[config.mk]
export PLATFORM = sky130hd
export DESIGN_NAME = exc_irq_ctrl_flat
export DESIGN_NICKNAME = d
export VERILOG_FILES = /design/src/rtl/exc_irq_ctrl_if.sv /design/src/rtl/exc_irq_ctrl.sv /design/src/flat_wrapper.sv
export SDC_FILE = /design/constraint.sdc
export NUM_CORES = 1
export LEC_CHECK = 0
export ABC_CLOCK_PERIOD_IN_PS = 2100
export BUFFER_PORTS_ARGS = -buffer_cell sky130_fd_sc_hd__buf_2
export CAP_MARGIN = 40
export CORE_MARGIN = 2
export CORE_UTILIZATION = 45
export CTS_BUF_LIST = sky130_fd_sc_hd__clkbuf_8
export CTS_CLUSTER_SIZE = 20
export DETAILED_ROUTE_END_ITERATION = 7
export PLACE_DENSITY = 0.79
export SYNTH_ARGS = -nofsm -noshare
export SYNTH_HDL_FRONTEND = slang
export SYNTH_SLANG_ARGS = --single-unit
export TNS_END_PERCENT = 30
[constraint.sdc]
create_clock -name clk -period 2.1 [get_ports clk]
set_input_delay 0.105 -clock clk [delete_from_list [all_inputs] [get_ports clk]]
set_output_delay 0.105 -clock clk [all_outputs]
set_load 0.02 [all_outputs]
[src/rtl/exc_irq_ctrl_if.sv]
// CP0-style control register write bus between the CPU datapath and exc_irq_ctrl.
interface exc_irq_ctrl_if;
    logic        cp0_we;
    logic        cp0_sel;
    logic [31:0] cp0_wdata;

    modport master (
        output cp0_we,
        output cp0_sel,
        output cp0_wdata
    );

    modport slave (
        input cp0_we,
        input cp0_sel,
        input cp0_wdata
    );
endinterface

[src/rtl/exc_irq_ctrl.sv]
// Interrupt/exception sequencer: captures interrupt edges, saves EPC/cause,
// and steers the PC register input to the handler vectors or back to EPC.
module exc_irq_ctrl #(
    parameter int          NUM_IRQ = 4,
    parameter logic [31:0] EXC_VEC = 32'h8000_0004,
    parameter logic [31:0] IRQ_VEC = 32'h8000_0008
) (
    input  logic               clk,
    input  logic               reset,
    input  logic               stall,
    input  logic [NUM_IRQ-1:0] irq_in,
    input  logic               exc_ovf,
    input  logic               exc_ill,
    input  logic               eret,
    input  logic [31:0]        ia,
    input  logic [31:0]        pc_next,
    exc_irq_ctrl_if.slave      cp0,
    output logic [31:0]        pc_out,
    output logic               flush,
    output logic [NUM_IRQ-1:0] irq_ack,
    output logic [31:0]        epc,
    output logic [31:0]        cause,
    output logic [NUM_IRQ-1:0] mask,
    output logic               ie
);

    typedef enum logic [1:0] {
        ST_RUN     = 2'd0,
        ST_REDIR   = 2'd1,
        ST_HANDLER = 2'd2,
        ST_RETURN  = 2'd3
    } state_t;

    localparam logic [4:0] CODE_IRQ = 5'd0;
    localparam logic [4:0] CODE_ILL = 5'd10;
    localparam logic [4:0] CODE_OVF = 5'd12;

    state_t               state_q, state_d;
    logic [NUM_IRQ-1:0]   pending_q, pending_d;
    logic [NUM_IRQ-1:0]   irq_in_q, irq_in_d;
    logic [NUM_IRQ-1:0]   mask_q, mask_d;
    logic                 ie_q, ie_d;
    logic [31:0]          epc_q, epc_d;
    logic [31:0]          cause_q, cause_d;
    logic [31:0]          target_q, target_d;

    logic [NUM_IRQ-1:0]   irq_req;
    logic [NUM_IRQ-1:0]   irq_grant;
    logic                 nested;
    logic [4:0]           code;
    logic                 unused_wdata;

    // Only the low bits of the write data are architected.
    assign unused_wdata = ^cp0.cp0_wdata;

    assign irq_req = pending_q & mask_q;

    // Fixed-priority grant: lowest set index wins.
    genvar gi;
    generate
        for (gi = 0; gi < NUM_IRQ; gi++) begin : g_grant
            if (gi == 0) begin : g_first
                assign irq_grant[gi] = irq_req[gi];
            end else begin : g_rest
                assign irq_grant[gi] = irq_req[gi] & ~(|irq_req[gi-1:0]);
            end
        end
    endgenerate

    // Next-state, dispatch decisions and PC steering.
    always_comb begin
        state_d  = state_q;
        mask_d   = mask_q;
        ie_d     = ie_q;
        epc_d    = epc_q;
        cause_d  = cause_q;
        target_d = target_q;
        pc_out   = pc_next;
        flush    = 1'b0;
        irq_ack  = '0;
        nested   = (state_q == ST_HANDLER);
        code     = CODE_IRQ;
        irq_in_d = irq_in;

        case (state_q)
            ST_RUN, ST_HANDLER: begin
                if (!stall) begin
                    // Software writes first so that a dispatch below overrides ie.
                    if (cp0.cp0_we) begin
                        if (cp0.cp0_sel) ie_d   = cp0.cp0_wdata[0];
                        else             mask_d = cp0.cp0_wdata[NUM_IRQ-1:0];
                    end
                    if (exc_ill || exc_ovf || (eret && !nested)) begin
                        // eret outside a handler is an illegal instruction.
                        code     = (!exc_ill && exc_ovf) ? CODE_OVF : CODE_ILL;
                        if (!nested) epc_d = ia;
                        cause_d  = {nested, {(23-NUM_IRQ){1'b0}}, pending_q, 3'b000, code};
                        target_d = EXC_VEC;
                        ie_d     = 1'b0;
                        state_d  = ST_REDIR;
                    end else if (eret) begin
                        state_d = ST_RETURN;
                    end else if (ie_q && (|irq_req)) begin
                        irq_ack  = irq_grant;
                        epc_d    = pc_next;
                        cause_d  = {nested, {(23-NUM_IRQ){1'b0}}, pending_q, 3'b000, CODE_IRQ};
                        target_d = IRQ_VEC;
                        ie_d     = 1'b0;
                        state_d  = ST_REDIR;
                    end
                end
            end
            ST_REDIR: begin
                pc_out = target_q;
                flush  = 1'b1;
                if (!stall) state_d = ST_HANDLER;
            end
            ST_RETURN: begin
                pc_out = epc_q;
                flush  = 1'b1;
                if (!stall) begin
                    ie_d    = 1'b1;
                    state_d = ST_RUN;
                end
            end
            default: state_d = ST_RUN;
        endcase

        // Edge capture runs even while stalled; a fresh edge beats the ack.
        pending_d = (pending_q & ~irq_ack) | (irq_in & ~irq_in_q);
    end

    // State and CP0 registers.
    always_ff @(posedge clk or posedge reset) begin
        if (reset) begin
            state_q   <= ST_RUN;
            pending_q <= '0;
            irq_in_q  <= '0;
            mask_q    <= '0;
            ie_q      <= 1'b0;
            epc_q     <= '0;
            cause_q   <= '0;
            target_q  <= '0;
        end else begin
            state_q   <= state_d;
            pending_q <= pending_d;
            irq_in_q  <= irq_in_d;
            mask_q    <= mask_d;
            ie_q      <= ie_d;
            epc_q     <= epc_d;
            cause_q   <= cause_d;
            target_q  <= target_d;
        end
    end

    assign epc   = epc_q;
    assign cause = cause_q;
    assign mask  = mask_q;
    assign ie    = ie_q;

endmodule

[src/flat_wrapper.sv]
// flat-port wrapper written by rule: the top's interface ports become plain ports
module exc_irq_ctrl_flat 
#(
    parameter int          NUM_IRQ = 4,
    parameter logic [31:0] EXC_VEC = 32'h8000_0004,
    parameter logic [31:0] IRQ_VEC = 32'h8000_0008
)
  (clk, reset, stall, irq_in, exc_ovf, exc_ill, eret, ia, pc_next, pc_out, flush, irq_ack, epc, cause, mask, ie, cp0_cp0_we, cp0_cp0_sel, cp0_cp0_wdata);
  exc_irq_ctrl_if cp0_i ();
  input  logic clk;
  input  logic reset;
  input  logic stall;
  input  logic [NUM_IRQ-1:0] irq_in;
  input  logic exc_ovf;
  input  logic exc_ill;
  input  logic eret;
  input  logic [31:0] ia;
  input  logic [31:0] pc_next;
  output logic [31:0] pc_out;
  output logic flush;
  output logic [NUM_IRQ-1:0] irq_ack;
  output logic [31:0] epc;
  output logic [31:0] cause;
  output logic [NUM_IRQ-1:0] mask;
  output logic ie;
  input wire logic [$bits(cp0_i.cp0_we)-1:0] cp0_cp0_we;
  input wire logic [$bits(cp0_i.cp0_sel)-1:0] cp0_cp0_sel;
  input wire logic [$bits(cp0_i.cp0_wdata)-1:0] cp0_cp0_wdata;
  assign cp0_i.cp0_we = cp0_cp0_we;
  assign cp0_i.cp0_sel = cp0_cp0_sel;
  assign cp0_i.cp0_wdata = cp0_cp0_wdata;
  exc_irq_ctrl #(.NUM_IRQ(NUM_IRQ), .EXC_VEC(EXC_VEC), .IRQ_VEC(IRQ_VEC)) u_core (.clk(clk), .reset(reset), .stall(stall), .irq_in(irq_in), .exc_ovf(exc_ovf), .exc_ill(exc_ill), .eret(eret), .ia(ia), .pc_next(pc_next), .cp0(cp0_i), .pc_out(pc_out), .flush(flush), .irq_ack(irq_ack), .epc(epc), .cause(cause), .mask(mask), .ie(ie));
endmodule
### Word-level counts from Yosys, hierarchy flattened

Cells that the tools add are included.
W data, S select, Z words.

| storage, ports and cells | value |
|---|---|
| register bits after elaboration | 111 |
| input bits | 108 |
| output and inout port bits | 106 |
| logic and storage cells | 84 |

| operators by class | value |
|---|---|
| eq/ne operators | 9 |
| muxes and demuxes | 33 |
| bitwise logic cells | 14 |
| reduce and logical (&&, ||, !) cells | 20 |

Operators with widths:

| cell | number |
|---|---|
| $mux W32 | 10 |
| $pmux W32 S2 | 1 |
| $mux W4 | 5 |
| $and A4 B4 Y4 | 3 |
| $mux W2 | 6 |
| $reduce_and A4 Y1 | 3 |
| $mux W1 | 8 |
| $ne A2 B2 Y1 const B | 4 |
| $not A4 Y4 | 2 |
| $pmux W2 S3 | 1 |
| $reduce_or A2 Y1 | 3 |
| $not A1 Y1 | 5 |
| $reduce_and A5 Y1 | 1 |
| $eq A2 B2 Y1 const B | 2 |
| $ne A4 B2 Y1 const B | 1 |
| $or A4 B4 Y4 | 1 |
| $reduce_bool A2 Y1 | 2 |
| $reduce_or A4 Y1 | 1 |
| $and A1 B1 Y1 | 3 |
| $logic_and A1 B1 Y1 | 3 |
| $mux W3 | 1 |
| $reduce_and A3 Y1 | 1 |
| $reduce_or A3 Y1 | 1 |
| $eq A2 B1 Y1 const B | 1 |
| 5 further kinds | 7 |

### Logic depth before layout (Yosys ltp)

Gate-level depths: netlist (run 1).

| depth | value |
|---|---|
| word-level depth | 12 |
| gate-level depth with buffers | 6 |
| mapped depth without buffers | 4 |

### Worst setup path after synthesis (run 1)

OpenSTA, ideal clock, no wires.

| timing | value |
|---|---|
| kind | register to register |
| from | reg u_core.state_q[0] |
| to | reg u_core.epc_q[10], in the netlist u_core.epc[10] |
| setup time | 125 ps |
| arrival time | 1,683 ps |
| required time | 1,975 ps |
| path slack | 292 ps |
| stages on the path, launching flop included | 6 |
| buffers on the path | 1 |
| period minus slack after synthesis | 1,808 ps |
| cell sequence | dfrtp_1 -> nand2b_1 -> a21boi_2 -> buf_6 -> mux2_2 -> mux2_4 |

| on the way | value |
|---|---|
| word-level cells in the longest chain between the ends | 6 |
| elaborated cells between the ends (all ways) | 11 |
| those cells by class | eq/ne: 3; mux: 1; reduce/logical: 7 |

RTL lines:

| what | line | source |
|---|---|---|
| start, declared | exc_irq_ctrl.sv:38 | `state_t state_q, state_d;` |
| start signal, assigned | exc_irq_ctrl.sv:145 | `state_q <= state_d;` |
| $eq A2 B2 Y1 | exc_irq_ctrl.sv:81, exc_irq_ctrl.sv:85 |  |
| $logic_not A1 Y1 | exc_irq_ctrl.sv:93 | `if (exc_ill \|\| exc_ovf \|\| (eret && !nested)) begin` |
| $logic_and A1 B1 Y1 | exc_irq_ctrl.sv:93 |  |
| $logic_or A1 B1 Y1 | exc_irq_ctrl.sv:93 |  |
| $ne A2 B2 Y1 (no source line), or another cell as far along | -- |  |
| $reduce_and A5 Y1 (no source line) | -- |  |
| end signal, assigned | exc_irq_ctrl.sv:150 | `epc_q <= epc_d;` |
| end, declared | exc_irq_ctrl.sv:43 | `logic [31:0] epc_q, epc_d;` |

Several ways; a longest one is shown, not always the timed one.
A chain may end at the register's enable or synchronous reset.

### Worst setup path after layout (run 1)

| timing | value |
|---|---|
| from | reg u_core.mask_q[2], in the netlist u_core.mask[2] |
| to | reg u_core.epc_q[30], in the netlist u_core.epc[30] |

| on the way | value |
|---|---|
| word-level cells in the longest chain between the ends | 5 |

RTL lines:

| what | line | source |
|---|---|---|
| start, declared | exc_irq_ctrl.sv:41 | `logic [NUM_IRQ-1:0] mask_q, mask_d;` |
| start signal, assigned | exc_irq_ctrl.sv:148 | `mask_q <= mask_d;` |
| $and A4 B4 Y4 | exc_irq_ctrl.sv:56 | `assign irq_req = pending_q & mask_q;` |
| $reduce_or A4 Y1 | exc_irq_ctrl.sv:103 | `end else if (ie_q && (\|irq_req)) begin` |
| $logic_and A1 B1 Y1 | exc_irq_ctrl.sv:103 |  |
| $reduce_bool A2 Y1 (no source line) | -- |  |
| $reduce_and A5 Y1 (no source line) | -- |  |

Every way passes these cells.

==> results of run 1 <==
power by group through the flow:
| stage | logic (mW) | registers, mW | clock network [mW] |
|---|---|---|---|
| after global placement | 2.28 | 1.73 | 0 |
| after detailed placement | 2.31 | 1.75 | 0 |
| after global routing | 2.46 | 1.79 | 1.08 |
| final | 2.31 | 1.75 | 1.01 |
| after CTS | 2.32 | 1.74 | 1.04 |
| after floorplan | 1.22 | 2.10 | 0 |
cells by family (layout without fill, tap and decap cells):
group / Yosys count / count (layout)
DFF: 57 / 57
buffers and inverters: 79 / 230
muxes: 79 / 79
and+or+nand+nor: 49 / 49
AOI/OAI and AO/OA: 54 / 54
other: 1 / 24
final cells by class:
class | count | area share [%]
tap | 99 | 2.72
clock inverter | 5 | 1.23
inverter | 36 | 2.96
clock buffer | 10 | 3.02
timing repair buffer | 179 | 21.7
sequential | 57 | 31.3
multi-input combinational | 206 | 37.1
worst register-to-register path, stage by stage (launching register included):
cell,delay [ns]
dfrtp_1,0.42
a22o_1,0.18
o211a_1,0.20
o221a_4,0.64
mux2_2,0.44
repair_timing:
action | in CTS | in global routing
resized for setup | 0 | 1
hold buffers | 8 | 0
hold endpoints to repair | 35 | 0
setup endpoints to repair | 0 | 4
state kept, by name, summed over array words and instances, names as in the netlist:
register / cells
u_core.target_q: 3
u_core.cause: 7
u_core.epc: 32
u_core.ie: 1
u_core.state_q: 2
u_core.pending_q: 4
u_core.mask: 4
u_core.irq_in_q: 4
cells in the mapped netlist:
master,count,area share [%]
o211a_1,1,0.29
nor2_1,9,0.98
a21oi_1,5,0.72
inv_1,36,3.9
nand4_1,1,0.18
mux2i_1,4,1.2
a21bo_2,1,0.29
conb_1,1,0.11
buf_1,1,0.11
a31oi_1,1,0.18
clkbuf_1,10,1.1
buf_6,6,2.0
mux2_4,30,13
buf_4,26,5.6
and2_1,1,0.18
a21o_1,1,0.22
nand2b_1,2,0.36
a22o_2,1,0.29
o21ai_0,28,4.0
o21bai_1,1,0.22
o221a_4,1,0.58
nand3_1,26,3.8
nor3_1,2,0.29
and4_1,1,0.25
a21boi_2,1,0.33
mux2_2,45,15
o311a_1,1,0.29
dfrtp_1,57,41
nor2b_1,1,0.18
a22o_1,10,2.5
nand2_1,6,0.65
o22ai_1,1,0.18
a21boi_0,1,0.22
metal layers:
layer	global-route usage, %	wire length (µm)	vias to the layer above	share of wire [%]
met3	3.78	541	11	6.0
met2	37.3	4580	124	51
met4	7.71	110	0	1.2
met1	25.8	3760	1439	42
met5	0	0	-	0
li1	-	-	1392	-
final timing paths:
check / start / depth (start not counted) / to / slack, ns
max in group asynchronous: reset / 4 / u_core.epc[1] / 1.11
min in group asynchronous: reset / 3 / u_core.epc[27] / 0.41
setup / recovery: u_core.mask[2] / 4 / u_core.epc[30] / 0.11
hold / removal: cp0_cp0_wdata[0] / 2 / u_core.mask[0] / 0.03
hold reg to reg: u_core.irq_in_q[0] / 1 / u_core.pending_q[0] / 0.46
setup reg to reg: u_core.mask[2] / 4 / u_core.epc[30] / 0.11
metrics by stage:
step	setup slack, ns	area, µm²
3_5_place_dp	0.107	4280
3_3_place_gp	0.155	4280
4_1_cts	0.0890	4560
2_1_floorplan	0.292	3550
5_1_grt	0.0149	4560
6_report	0.106	4560
==> impl_results.md, run 1 <==
- Critical Path Max Stage Delay: between 0.6 and 0.7 ns
- Port Buf Inserts: 161
- Grt ovf: 0
- Max-slew violation count: 0
- Die footprint: 8410 µm²
- Reg power frac: 34.5%
- Final GP Congestion: approximately 0.78
- Post-CTS setup buffers: 0
- Pwr dens: 1110 nW/µm²
- Post-Synth Adder-Cell Area: 0%
- Seq cells post-synth: 57
- Sw frac: approximately two fifths
- DIE HEIGHT: 91.7 µm
- Slew at the pin closest to its max-slew limit: just under 0.7 ns
- Post-Synthesis Cells: around 320
- Final Skew: between 0.01 and 0.015 ns
- Total clock buffers created by CTS: 9
- Worst hold path type: in2reg
- Req. time, crit path: 2.32 ns
- Initial Util: around 47%
- Ant diodes: 0
- Post-DRT Antenna Nets: 0
- Crit-path cells: a22o_1, o211a_1, o221a_4, mux2_2
- RSZ-0062 raised after global routing: false
- Nets: ~600
- Post-route minimum period: between 1.5 and 2 ns
- Reg area: around 1400 µm²
- Setup violators final: 0
- Largest family of logic cells by synthesized area: multiplexers
- # IOs: roughly 210
- CTS max path bufs: 2
- Clock group share of total power: 19.9%
- Routed len/inst: roughly 15 µm
- Detailed router's first-iteration violation count: ~70
- Share of the yosys chip area belonging to registers: between 40% and 50%
- Core area: between 7000 and 8000 µm²
- Max cap viols: 0
- Switching power total: around 2 mW
- Initial antenna violation count: 0
- Slew headroom: 55.2%
- Logic gate share of total power: a little under half
- DR vias: between 2000 and 3000
- Most frequent cells in the layout: buf_2, dfrtp_1, mux2_2
- Avg Cell Area, Syn: roughly 11 µm²
- Setup TNS: 0 ns
- Final wirelength: between 8000 and 9000 µm
- CTS tree: done
- Outcome: complete, no violations
- FILL cells: 627
- Post-synthesis xor/xnor area fraction: 0%
- Die Wd: slightly above 90 µm
- H-tree Lvls: 3
- Clock-pin slew on the worst setup and hold paths: approximately 0.070 ns
- Post-layout util: between 60% and 70%
- Largest net degree at the start of global routing: 56
- Clk sinks: 57
- Commonest non-fill, non-tap cell in the layout: buf_2
- Maximum clock rate: ~500 MHz
- Synth Warn #: 0
- CP Max Fanout: 32
- Finished Layout Cells: between 500 and 600
- # placed instances: about 570
- Worst Setup Start Kind: flop
- Final hold vios: 0
- Clock insertion delay at the later pin of the skew report: 0.33 ns
- Final Cycle Share: 94.9%
- Leak Pwr: 2.38 nW
- CP Class: reg2reg
- Area Growth Syn to Fin: 31.7%
- Number of vias per cell: around 5
- Root Driver: clkbuf_8
- FP Rows: 31
- GRT Util Overall: around a fifth
- Synth Area in Simple Gates: 6.83%
- CP endpoint kind: flop
- Multi-input logic area: ~1700 µm²
- Worst path slowest cell: o221a_4
- Detailed Routing Iterations Pass 1: 4
- Number of global-route vias before repair: 2914
- Internal power: ~3.0 mW
- Multiplexer share of the synthesized area: between 20 and 30%
- Post-DP HPWL: between 6000 and 7000 µm
- Top delay family on crit path: compound AO/OA/AOI/OAI gates
- Post-Syn Area: 3460 µm²
- Power Total: between 5 and 6 mW
- Maximum vdd drop: ~0.57 mV
- Hold_ws: about 0.029 ns
- CP bufs+invs: 0
- First-pass GRT wire length: roughly 14000 µm
- Netlist cell types: 33
- Compound-cell area share of the yosys netlist: between 10% and 20%
- Critical Path AT: between 2 and 2.5 ns
- Share of cells above drive strength 1: between 50% and 60%
- DRC Markers: 0
No activity file was read; power rests on OpenSTA's default activity.
==> run 2: changes to the inputs <==
--- a/config.mk
+++ b/config.mk
@@ -8,6 +8,7 @@
 export ABC_CLOCK_PERIOD_IN_PS = 2100
 export BUFFER_PORTS_ARGS = -buffer_cell sky130_fd_sc_hd__buf_2
 export CAP_MARGIN = 40
+export CORE_ASPECT_RATIO = 0.5
 export CORE_MARGIN = 2
 export CORE_UTILIZATION = 45
 export CTS_BUF_LIST = sky130_fd_sc_hd__clkbuf_8
==> run 2 against run 1 <==
Compared with the run above: largest power group unchanged; setup slack about the same; fmax barely moved; power decreased by 0.54%; combinational power is 2% lower; clock skew shrank 0.0021 ns; global-route usage down 0.83 points; first-iteration DRC count rose by 120%; clock power is essentially flat; non-clock buffer count fell by 1; highest routed layer unchanged; critical path depth unchanged.
==> impl_results.md, run 2 (synthesis results as in run 1) <==
- Outcome: complete, no violations
- Leak Pwr: 2.38 nW (+0.15%)
- Ant diodes: 0 (unchanged)
- Slew headroom: 54.3% (-0.89 points)
- Routed len/inst: 13.8 µm (-9.3%)
- Detailed Routing Iterations Pass 1: 4 (unchanged)
- DIE HEIGHT: 66.0 µm (-28%)
- Grt ovf: 0 (unchanged)
- Number of global-route vias before repair: 2731 (-6.3%)
- Total clock buffers created by CTS: 9 (unchanged)
- Critical Path Max Stage Delay: 0.65 ns (about the same)
- Final Skew: 0.00849 ns (-0.00211 ns)
- Final hold vios: 0 (unchanged)
- Worst hold path type: in2reg
- DR vias: 2876 (-3.0%)
- Req. time, crit path: 2.32 ns (about the same)
- Most frequent cells in the layout: buf_2, dfrtp_1, mux2_2
- CP Max Fanout: 32 (unchanged)
- Largest net degree at the start of global routing: 56 (unchanged)
- CTS tree: done
- Post-route minimum period: 1.99 ns (-0.000140 ns)
- Clock-pin slew on the worst setup and hold paths: 0.07 ns (about the same)
- Post-DRT Antenna Nets: 0 (unchanged)
- Commonest non-fill, non-tap cell in the layout: buf_2
- CP endpoint kind: flop
- Finished Layout Cells: 589 (-0.51%)
- DRC Markers: 0 (unchanged)
- Max-slew violation count: 0 (unchanged)
- Initial Util: 46.8% (-0.22 points)
- Worst Setup Start Kind: flop
- Number of vias per cell: 4.88 (-2.5%)
- Critical Path AT: 2.22 ns (about the same)
- Share of cells above drive strength 1: 53.8% (-0.20 points)
- Core area: 7400 µm² (+0.48%)
- # placed instances: 565 (-0.70%)
- First-pass GRT wire length: 13200 µm (-7.3%)
- H-tree Lvls: 3 (unchanged)
- Min-delay src: cp0_cp0_wdata[0]
- RSZ-0062 raised after global routing: false
- R2R Path Start: u_core.mask[2]
- Setup violators final: 0 (unchanged)
- Final wirelength: 8120 µm (-9.7%)
- Largest register FFs: 32 (unchanged)
- CTS max path bufs: 2 (unchanged)
- FILL cells: 634 (+1.1%)
- Initial antenna violation count: 0 (unchanged)
- Port Buf Inserts: 161 (unchanged)
- Nets: 596 (-0.17%)
- Detailed router's first-iteration violation count: 149 (+120%)
- Pwr dens: 1100 nW/µm² (-0.57%)
- Die Wd: 128 µm (+40%)
- GRT Util Overall: 20.3% (-0.83 points)
- Clk sinks: 57 (unchanged)
- Final Cycle Share: 94.9% (about the same)
- # IOs: 214 (unchanged)
- Crit. Startpoint: u_core.mask[2]
- Maximum vdd drop: 0.498 mV (-12%)
- Clock insertion delay at the later pin of the skew report: 0.33 ns (about the same)
- Post-DP HPWL: 5980 µm (-9.0%)
- Final GP Congestion: 0.775 (-0.32%)
- Worst path slowest cell: o221a_4
- CP Class: reg2reg
- Die footprint: 8450 µm² (+0.51%)
- Area Growth Syn to Fin: 31.7% (about the same)
- FP Rows: 22 (-29%)
- Setup TNS: 0 ns (unchanged)
- Max cap viols: 0 (unchanged)
- Crit-path cells: a22o_1, o211a_1, o221a_4, mux2_2
- Root Driver: clkbuf_8
- Slew at the pin closest to its max-slew limit: 0.686 ns (+0.0133 ns)
- Maximum clock rate: 502 MHz (about the same)
run 2: cell count changes in the layout (fill, tap and decap cells not counted):
cell and change:
clkinv_2 -1, inv_1 +1, buf_4 -1, clkbuf_8 +1
run 2: worst paths after layout:
check	endpoint	slack, ns	depth (start not counted)
min reg2reg	u_core.pending_q[0]	0.44	1
max reg2reg	u_core.epc[31]	0.11	4
min	u_core.mask[0]	0.03	2
max in group asynchronous	u_core.epc[9]	1.17	4
min in group asynchronous	u_core.irq_in_q[0]	0.36	3
max	u_core.epc[31]	0.11	4
run 2: cell type report:
cell class                      count  area [µm²]  share of cell area [%]
Clock buffer                       11         151                    3.32
Clock inverter                      5        55.1                    1.21
Inverter                           36         135                    2.96
Multi-Input combinational cell    206        1690                    37.1
Sequential cell                    57        1430                    31.3
Tap cell                           96         120                    2.63
Timing Repair Buffer              178         982                    21.5
run 2: metrics by stage:
stage	hold WS (ns)	power [mW]	cell area, µm²	utilization (%)	worst slack, ns
2_1_floorplan	0.136	3.32	3550	-	0.292
3_3_place_gp	0.178	3.98	4270	57.7	0.151
3_5_place_dp	0.176	4.02	4270	57.7	0.112
4_1_cts	0.00587	5.09	4560	61.5	0.0934
5_1_grt	0.0227	5.35	4560	61.6	0.00399
6_report	0.0300	5.04	4560	61.6	0.106
run 2: timing repair:
action                     4_1_cts  5_1_grt
setup buffers                    0        0
hold endpoints to repair        33        0
hold buffers                     8        0
gates resized for setup          0        1
setup endpoints to repair        0        6
run 2: layer usage:
metal	share of wire [%]	track usage, %	up-vias
met1	44	25.3	1384
met3	4.9	6.15	15
met2	49	34.1	84
met5	0	0	-
li1	-	-	1393
met4	1.7	6.87	0
run 2: power breakdown:
part	leakage, nW	switching, mW	internal [mW]
logic	1.63	1.27	1.00
registers	0.645	0.284	1.44
clock network	0.107	0.429	0.608
total	2.38	1.98	3.05
run 2: critical path: cells and delay by family, from the launching register on:
family          cells  cell delay, ns
mux                 1            0.41
flops               1            0.42
compound gates      3            1.04
